### src/rtl/fetch_unit.sv
// Fetch stage ahead of the 4-wide I-cache: issues four consecutive word PCs per
// cycle, tags the one-cycle cache response, and buffers bundles for decode.
module fetch_unit #(
  parameter logic [14:0] RESET_PC = 15'h0000,
  parameter int          QDEPTH   = 4
) (
  input  logic        clk,
  input  logic        rst_n,
  output logic [59:0] pc_array_flat,
  input  logic [63:0] instructions_flat,
  input  logic        redirect_valid,
  input  logic [14:0] redirect_pc,
  output logic        dec_valid,
  input  logic        dec_ready,
  output logic [63:0] dec_instrs_flat,
  output logic [14:0] dec_pc
);

  localparam int PW = $clog2(QDEPTH);
  localparam int CW = PW + 1;
  localparam logic [CW:0] QDEPTH_C = (CW + 1)'(QDEPTH);

  logic [14:0]   fetch_pc_q, fetch_pc_d;
  logic          inflight_valid_q, inflight_valid_d;
  logic [14:0]   inflight_pc_q, inflight_pc_d;
  logic [PW-1:0] rd_ptr_q, rd_ptr_d;
  logic [PW-1:0] wr_ptr_q, wr_ptr_d;
  logic [CW-1:0] count_q, count_d;
  logic [14:0]   mem_pc_q    [QDEPTH];
  logic [63:0]   mem_instr_q [QDEPTH];

  logic [CW:0] credit;
  logic        issue;
  logic        push;
  logic        pop;

  // The cache has no enable, so the fetch address is presented every cycle.
  assign pc_array_flat = {fetch_pc_q, fetch_pc_q + 15'd1, fetch_pc_q + 15'd2, fetch_pc_q + 15'd3};

  // Decode handshake: a bundle transfers on a cycle where dec_valid && dec_ready,
  // unless a redirect in that same cycle flushes the queue instead.
  assign dec_valid       = (count_q != '0);
  assign dec_pc          = mem_pc_q[rd_ptr_q];
  assign dec_instrs_flat = mem_instr_q[rd_ptr_q];

  always_comb begin
    credit = {1'b0, count_q} + {{CW{1'b0}}, inflight_valid_q};
    // Same-cycle pops are not credited, keeping the push path free of overflow.
    issue  = !redirect_valid && (credit < QDEPTH_C);
    push   = inflight_valid_q && !redirect_valid;
    pop    = dec_valid && dec_ready && !redirect_valid;

    fetch_pc_d       = fetch_pc_q;
    inflight_valid_d = 1'b0;
    inflight_pc_d    = inflight_pc_q;
    rd_ptr_d         = rd_ptr_q;
    wr_ptr_d         = wr_ptr_q;
    count_d          = count_q;

    if (redirect_valid) begin
      fetch_pc_d = redirect_pc;
      rd_ptr_d   = '0;
      wr_ptr_d   = '0;
      count_d    = '0;
    end else begin
      if (issue) begin
        inflight_valid_d = 1'b1;
        inflight_pc_d    = fetch_pc_q;
        fetch_pc_d       = fetch_pc_q + 15'd4;
      end
      if (push) wr_ptr_d = wr_ptr_q + PW'(1);
      if (pop)  rd_ptr_d = rd_ptr_q + PW'(1);
      count_d = count_q + CW'(push) - CW'(pop);
    end
  end

  always_ff @(posedge clk or negedge rst_n) begin
    if (!rst_n) begin
      fetch_pc_q       <= RESET_PC;
      inflight_valid_q <= 1'b0;
      inflight_pc_q    <= '0;
      rd_ptr_q         <= '0;
      wr_ptr_q         <= '0;
      count_q          <= '0;
    end else begin
      fetch_pc_q       <= fetch_pc_d;
      inflight_valid_q <= inflight_valid_d;
      inflight_pc_q    <= inflight_pc_d;
      rd_ptr_q         <= rd_ptr_d;
      wr_ptr_q         <= wr_ptr_d;
      count_q          <= count_d;
    end
  end

  // Storage is reset so the decode outputs read zero straight out of reset.
  always_ff @(posedge clk or negedge rst_n) begin
    if (!rst_n) begin
      for (int i = 0; i < QDEPTH; i++) begin
        mem_pc_q[i]    <= '0;
        mem_instr_q[i] <= '0;
      end
    end else if (push) begin
      mem_pc_q[wr_ptr_q]    <= inflight_pc_q;
      mem_instr_q[wr_ptr_q] <= instructions_flat;
    end
  end

endmodule

### config.mk
export PLATFORM = sky130hd
export DESIGN_NAME = fetch_unit
export DESIGN_NICKNAME = d
export VERILOG_FILES = /design/src/rtl/fetch_unit.sv
export SDC_FILE = /design/constraint.sdc
export NUM_CORES = 1
export LEC_CHECK = 0
export ABC_CLOCK_PERIOD_IN_PS = 5100
export BUFFER_PORTS_ARGS = -buffer_cell sky130_fd_sc_hd__buf_4
export CAP_MARGIN = 40
export CELL_PAD_IN_SITES_DETAIL_PLACEMENT = 1
export CELL_PAD_IN_SITES_GLOBAL_PLACEMENT = 2
export CORE_ASPECT_RATIO = 1.5
export CORE_MARGIN = 3
export CORE_UTILIZATION = 25
export CTS_BUF_LIST = sky130_fd_sc_hd__clkbuf_2
export DETAILED_ROUTE_END_ITERATION = 10
export PLACE_DENSITY_LB_ADDON = 0.1
export SLEW_MARGIN = 10
export SYNTH_ARGS = -nofsm -noshare
export SYNTH_HDL_FRONTEND = slang
export SYNTH_SLANG_ARGS = --single-unit
### constraint.sdc
create_clock -name clk -period 5.1 [get_ports clk]
set_input_delay 0 -clock clk [delete_from_list [all_inputs] [get_ports clk]]
set_output_delay 0 -clock clk [all_outputs]
set_load 0.005 [all_outputs]
* Word-level counts from Yosys, hierarchy flattened
Index checks and enable logic that the tools add are counted.
Operators by class: add/sub/neg operators 9, magnitude comparators 4, muxes and demuxes 21, bitwise gates (word level) 3, reduce and logical (&&, ||, !) cells 11
Operators by type and width (count):
- bitwise mux 256 bit | 1
- two-way mux 64 bit | 3
- binary-select mux 64 bit (select 2 bit) | 1
- demux 64 bit (select 2 bit) | 1
- two-way mux 15 bit | 5
- bitwise mux 60 bit | 1
- adder 15 x 2 -> 15 bit, second input constant | 2
- binary-select mux 15 bit (select 2 bit) | 1
- demux 15 bit (select 2 bit) | 1
- adder 15 x 1 -> 15 bit, second input constant | 1
- adder 15 x 3 -> 15 bit, second input constant | 1
- two-way mux 2 bit | 4
- >= comparator 3 bit, second input constant | 2
- NOT 2 -> 3 bit | 2
- nonzero test 2 bit | 3
- logical AND 1 bit | 5
- adder 2 x 1 -> 2 bit, second input constant | 2
- adder 3 x 1 -> 4 bit | 1
- < comparator 4 x 3 -> 1 bit, second input constant | 1
- adder 3 x 1 -> 3 bit | 1
- < comparator 3 x 1 -> 1 bit, second input constant | 1
- two-way mux 3 bit | 1
- nonzero test 3 bit | 1
- subtractor 3 x 1 -> 3 bit | 1
- other kinds (4) | 5
Storage, ports and cells: flip-flop bits (word level) 354, input port bits 83, output and inout bits 140, logic and storage cells 62

* Depth between registers and ports, before layout
depth in word-level cells 6, gate-level depth with buffers 10, gate-level depth less buffers 10

* Least setup slack after synthesis
No wires, ideal clock.
kind register to register, start point register count_q[1], end point register count_q[2], setup time 0.132 ns, arrival 2.030 ns, required time 4.968 ns, path slack 2.938 ns, stages on the path, launching flop included 11, path buffers 0, clock period less this slack 2.162 ns, cells stage by stage dfrtp_1 -> or3_1 -> nand2_1 -> nor2_1 -> ha_1 -> inv_1 -> ha_1 -> inv_1 -> fa_1 -> xnor2_1 -> nor2_1
On the way: cells in the longest elaborated chain, start to end 5, elaborated cells on any way between the ends 6, those cells by class add/sub: 2; mux: 1; reduce/logical: 3
RTL lines:
- start: declaration | line 28 | logic [CW-1:0] count_q, count_d;
- start signal: assignment | line 91 | count_q <= count_d;
- nonzero test 3 bit | line 42 | assign dec_valid = (count_q != '0);
- net dec_valid | line 13 | output logic dec_valid,
- logical AND 1 bit (2 in a row) | line 51 | pop = dec_valid && dec_ready && !redirect_valid;
- subtractor 3 x 1 -> 3 bit | line 73 | count_d = count_q + CW'(push) - CW'(pop);
- two-way mux 3 bit | line 60 | if (redirect_valid) begin
- net count_d[2] | line 28
The timed path passes the listed nets, and every way through them passes these cells. A chain may end at the register's enable or synchronous reset.

* Worst setup path in the final report
start point register fetch_pc_q[3], end point output port pc_array_flat[29]
On the way: cells in the longest elaborated chain, start to end 1
RTL lines:
- start: declaration | line 23 | logic [14:0] fetch_pc_q, fetch_pc_d;
- start signal: assignment | line 86 | fetch_pc_q <= fetch_pc_d;
- adder 15 x 2 -> 15 bit | line 38 | assign pc_array_flat = {fetch_pc_q, fetch_pc_q + 15'd1, fetch_pc_q + 15'd2, fetch_pc_q + 15'd3};
- end: declaration | line 9 | output logic [59:0] pc_array_flat,
Every way passes these cells.

==> metrics.cfg <==
[clock_tree]
clockRootBuffer=clkbuf_2
post-cts-setup-buffer-count=0
clock-sinks=354
cts_resized=0
clk_pin_slew_ns=0.10
cts_buffer_depth=3
cts_made_buffers=96
ctsHoldBuffers=176
insertion_delay_ns=1.07
h-tree-depth=3
cts_tree=done

[placement]
finalWeightedCongestion=0.697
hpwl_mm=29.4
post_dp_cell_area_um2=18600
io_buffer_count=222

[detailed_routing]
drtIter0Drc=276
vias=10600
firstDrtPassIters=4
viasPerCell=4.52
wl_per_cell_um=20.2
drc=0
routed_wl_mm=47.5
antenna_left=0

[worst_setup_path]
path_cells=ha_1 -> nand3_1 -> nor4_1 -> nand2_1 -> xnor2_1 -> buf_4
reg2reg_to=fetch_pc_q[8]$_DFFE_PN0N_
reg2reg_slack_ns=2.04
rr_startpoint=fetch_pc_q[3]$_DFFE_PN0N_
arrival_ns=3.83
startpoint_type=flip-flop
crit_slowest_cell=dfrtp_1
startpoint=fetch_pc_q[3]$_DFFE_PN0N_
crit_fanout=13
ff2ff_path_depth=5
cpPeakStageDelay_ns=0.76
cp-end-kind=output port
critPathRequiredTime_ns=5.10
critical_path_class=flip-flop to output port

[layout]
seqCellArea_um2=8870
fillers=6757
final_area_um2=21300
final_common_cell=dfrtp_1
area_delta_synth_final_pct=32.6
layout-drive-gt1-share_pct=51.6
layout_common_cells=dfrtp_1, mux2_2, buf_4, dlygate4sd3_1, clkbuf_2
nets=1572
multiInputGateArea_um2=6810

[worst_hold_path]
min_from=redirect_pc[1]
holdPathEnd=fetch_pc_q[1]$_DFFE_PN0P_
hold_class=input pin to flip-flop
min_path_cells=5

[global_route]
antenna_found_initial=3
first_global_vias=12400
grt_usage_pct=14.4
grt_pass1_wl_mm=74.0
grt.overflow.total=0
grt_max_degree=151

[synth]
post_synth_num_cell_types=41
synth_nets=1133
syn-cell-area_um2=16000
synthTopCellsByArea=dfrtp_1, mux2_2, mux4_2
yosysWarningCount=0
synth.avg_cell_area_um2=15.5
syn_inst=1037
ys_seq_area_share_pct=55.2
ys_ff_latch=354
synth_top_area_cell=dfrtp_1
synthDominantCellAreaShare_pct=55.2

[die]
dieArea_um2=67300
rows=113
core_um2=63500
num_io_pins=223
die_h_um=316
die_w_um=213
initial_core_util_pct=25.3

[timing]
fmax_mhz=261
worst_pin_slew_ns=0.929
fin_crit_ns=3.83
post-route-period-util_pct=75.1
hold_violations=0
relSlewSlack_pct=38.0
skew_ns=0.0652
drv_slew=0
setup_violations=0
rsz0062_at_grt=false
tns_ns=0

[pwr]
ir_worst_vdd_mv=0.218
p_leak_nw=9.59
powerDensity_nw_per_um2=506

[run_status]
status=finished, final reports clean

[job]
cap_viol_max_count=0

==> where the power goes <==
group          internal [W]  switching (W)  leakage (nW)
clock              0.000766        0.00120         0.659
sequential          0.00403       0.000769          4.41
combinational       0.00258        0.00141          4.52
==> flip-flops by register name (all words and copies together) (netlist names) <==
name and cells:
inflight_valid_q 1, wr_ptr_q 2, mem_instr_q 256, inflight_pc_q 15, mem_pc_q 60, fetch_pc_q 15
rd_ptr_q 2, count_q 3
==> routing by layer <==
metal  wire, um  vias to the layer above  global-route usage (%)
met2      25800                      250                    26.8
met4        910                        0                    4.71
met3       2190                       72                    3.31
met5          0                        -                       0
met1      18600                     5590                    16.1
li1           -                     4733                       -
==> Yosys cell counts (all sizes together) <==
cell	n
nor2	31
mux4	79
and4	1
buf	57
xnor2	20
a21oi	2
a211o	1
or3	5
nor4	3
nand2	26
o211ai	1
inv	11
mux2i	3
nand3	9
nor3	6
ha	12
nor2b	2
clkbuf	18
nand4	4
or4	6
o21ai	8
o311ai	1
nand3b	1
and4b	1
o31ai	5
dfrtp	354
nor4b	1
or2b	1
fa	1
a31oi	9
xor2	23
and3	3
mux2	332
==> stage by stage <==
step | power, W | hold WS, ns | utilization [%] | cells | setup WS [ns]
2_1_floorplan | 0.00699 | -0.296 | - | 1037 | 2.94
3_3_place_gp | 0.00878 | 0.0350 | 29.1 | 2000 | 2.12
3_5_place_dp | 0.00891 | 0.0424 | 29.4 | 2006 | 2.09
4_1_cts | 0.0111 | 0.0978 | 33.5 | 2350 | 0.949
5_1_grt | 0.0116 | 0.201 | 33.5 | 2355 | 0.732
6_report | 0.0108 | 0.325 | 33.5 | 2356 | 1.27
==> cell type report <==
class | count | area share, %
tap | 805 | 4.74
antenna | 5 | 0.0589
clock buffer | 150 | 3.53
clock inverter | 18 | 0.318
inverter | 11 | 0.194
multi-input combinational | 597 | 32.0
sequential | 354 | 41.7
timing repair buffer | 416 | 17.4
==> cells by family after synthesis <==
kind of cell             Yosys count  share of synthesized area (%)
AND/OR/NAND/NOR                  100                           3.14
buffers and inverters             86                           2.55
XOR/XNOR                          43                           2.35
adder cells (fa/ha/maj)           13                           1.06
flip-flops                       354                           55.2
multiplexers                     414                           34.6
AO/OA/AOI/OAI                     27                           1.05
==> worst max-delay path, delay by kind of cell, from the launching register on <==
kind	cells	cell delay, ns
xor gates and xnor gates	1	0.18
adders and majority gates	1	0.49
buffers and inverters	1	0.14
DFF	1	0.76
and+or+nand+nor	3	1.23
==> how the worst max path moves through the flow <==
stage	endpoint	slack, ns	depth (start not counted)
2_1_floorplan	count_q[2]$_DFF_PN0_	2.94	10
3_3_place_gp	mem_instr_q[80]$_DFFE_PN0P_	2.12	4
3_5_place_dp	fetch_pc_q[14]$_DFFE_PN0N_	2.09	5
4_1_cts	pc_array_flat[29]	0.95	6
5_1_grt	pc_array_flat[44]	0.73	6
6_report	pc_array_flat[29]	1.27	6
No activity file was read; power rests on OpenSTA's default activity.
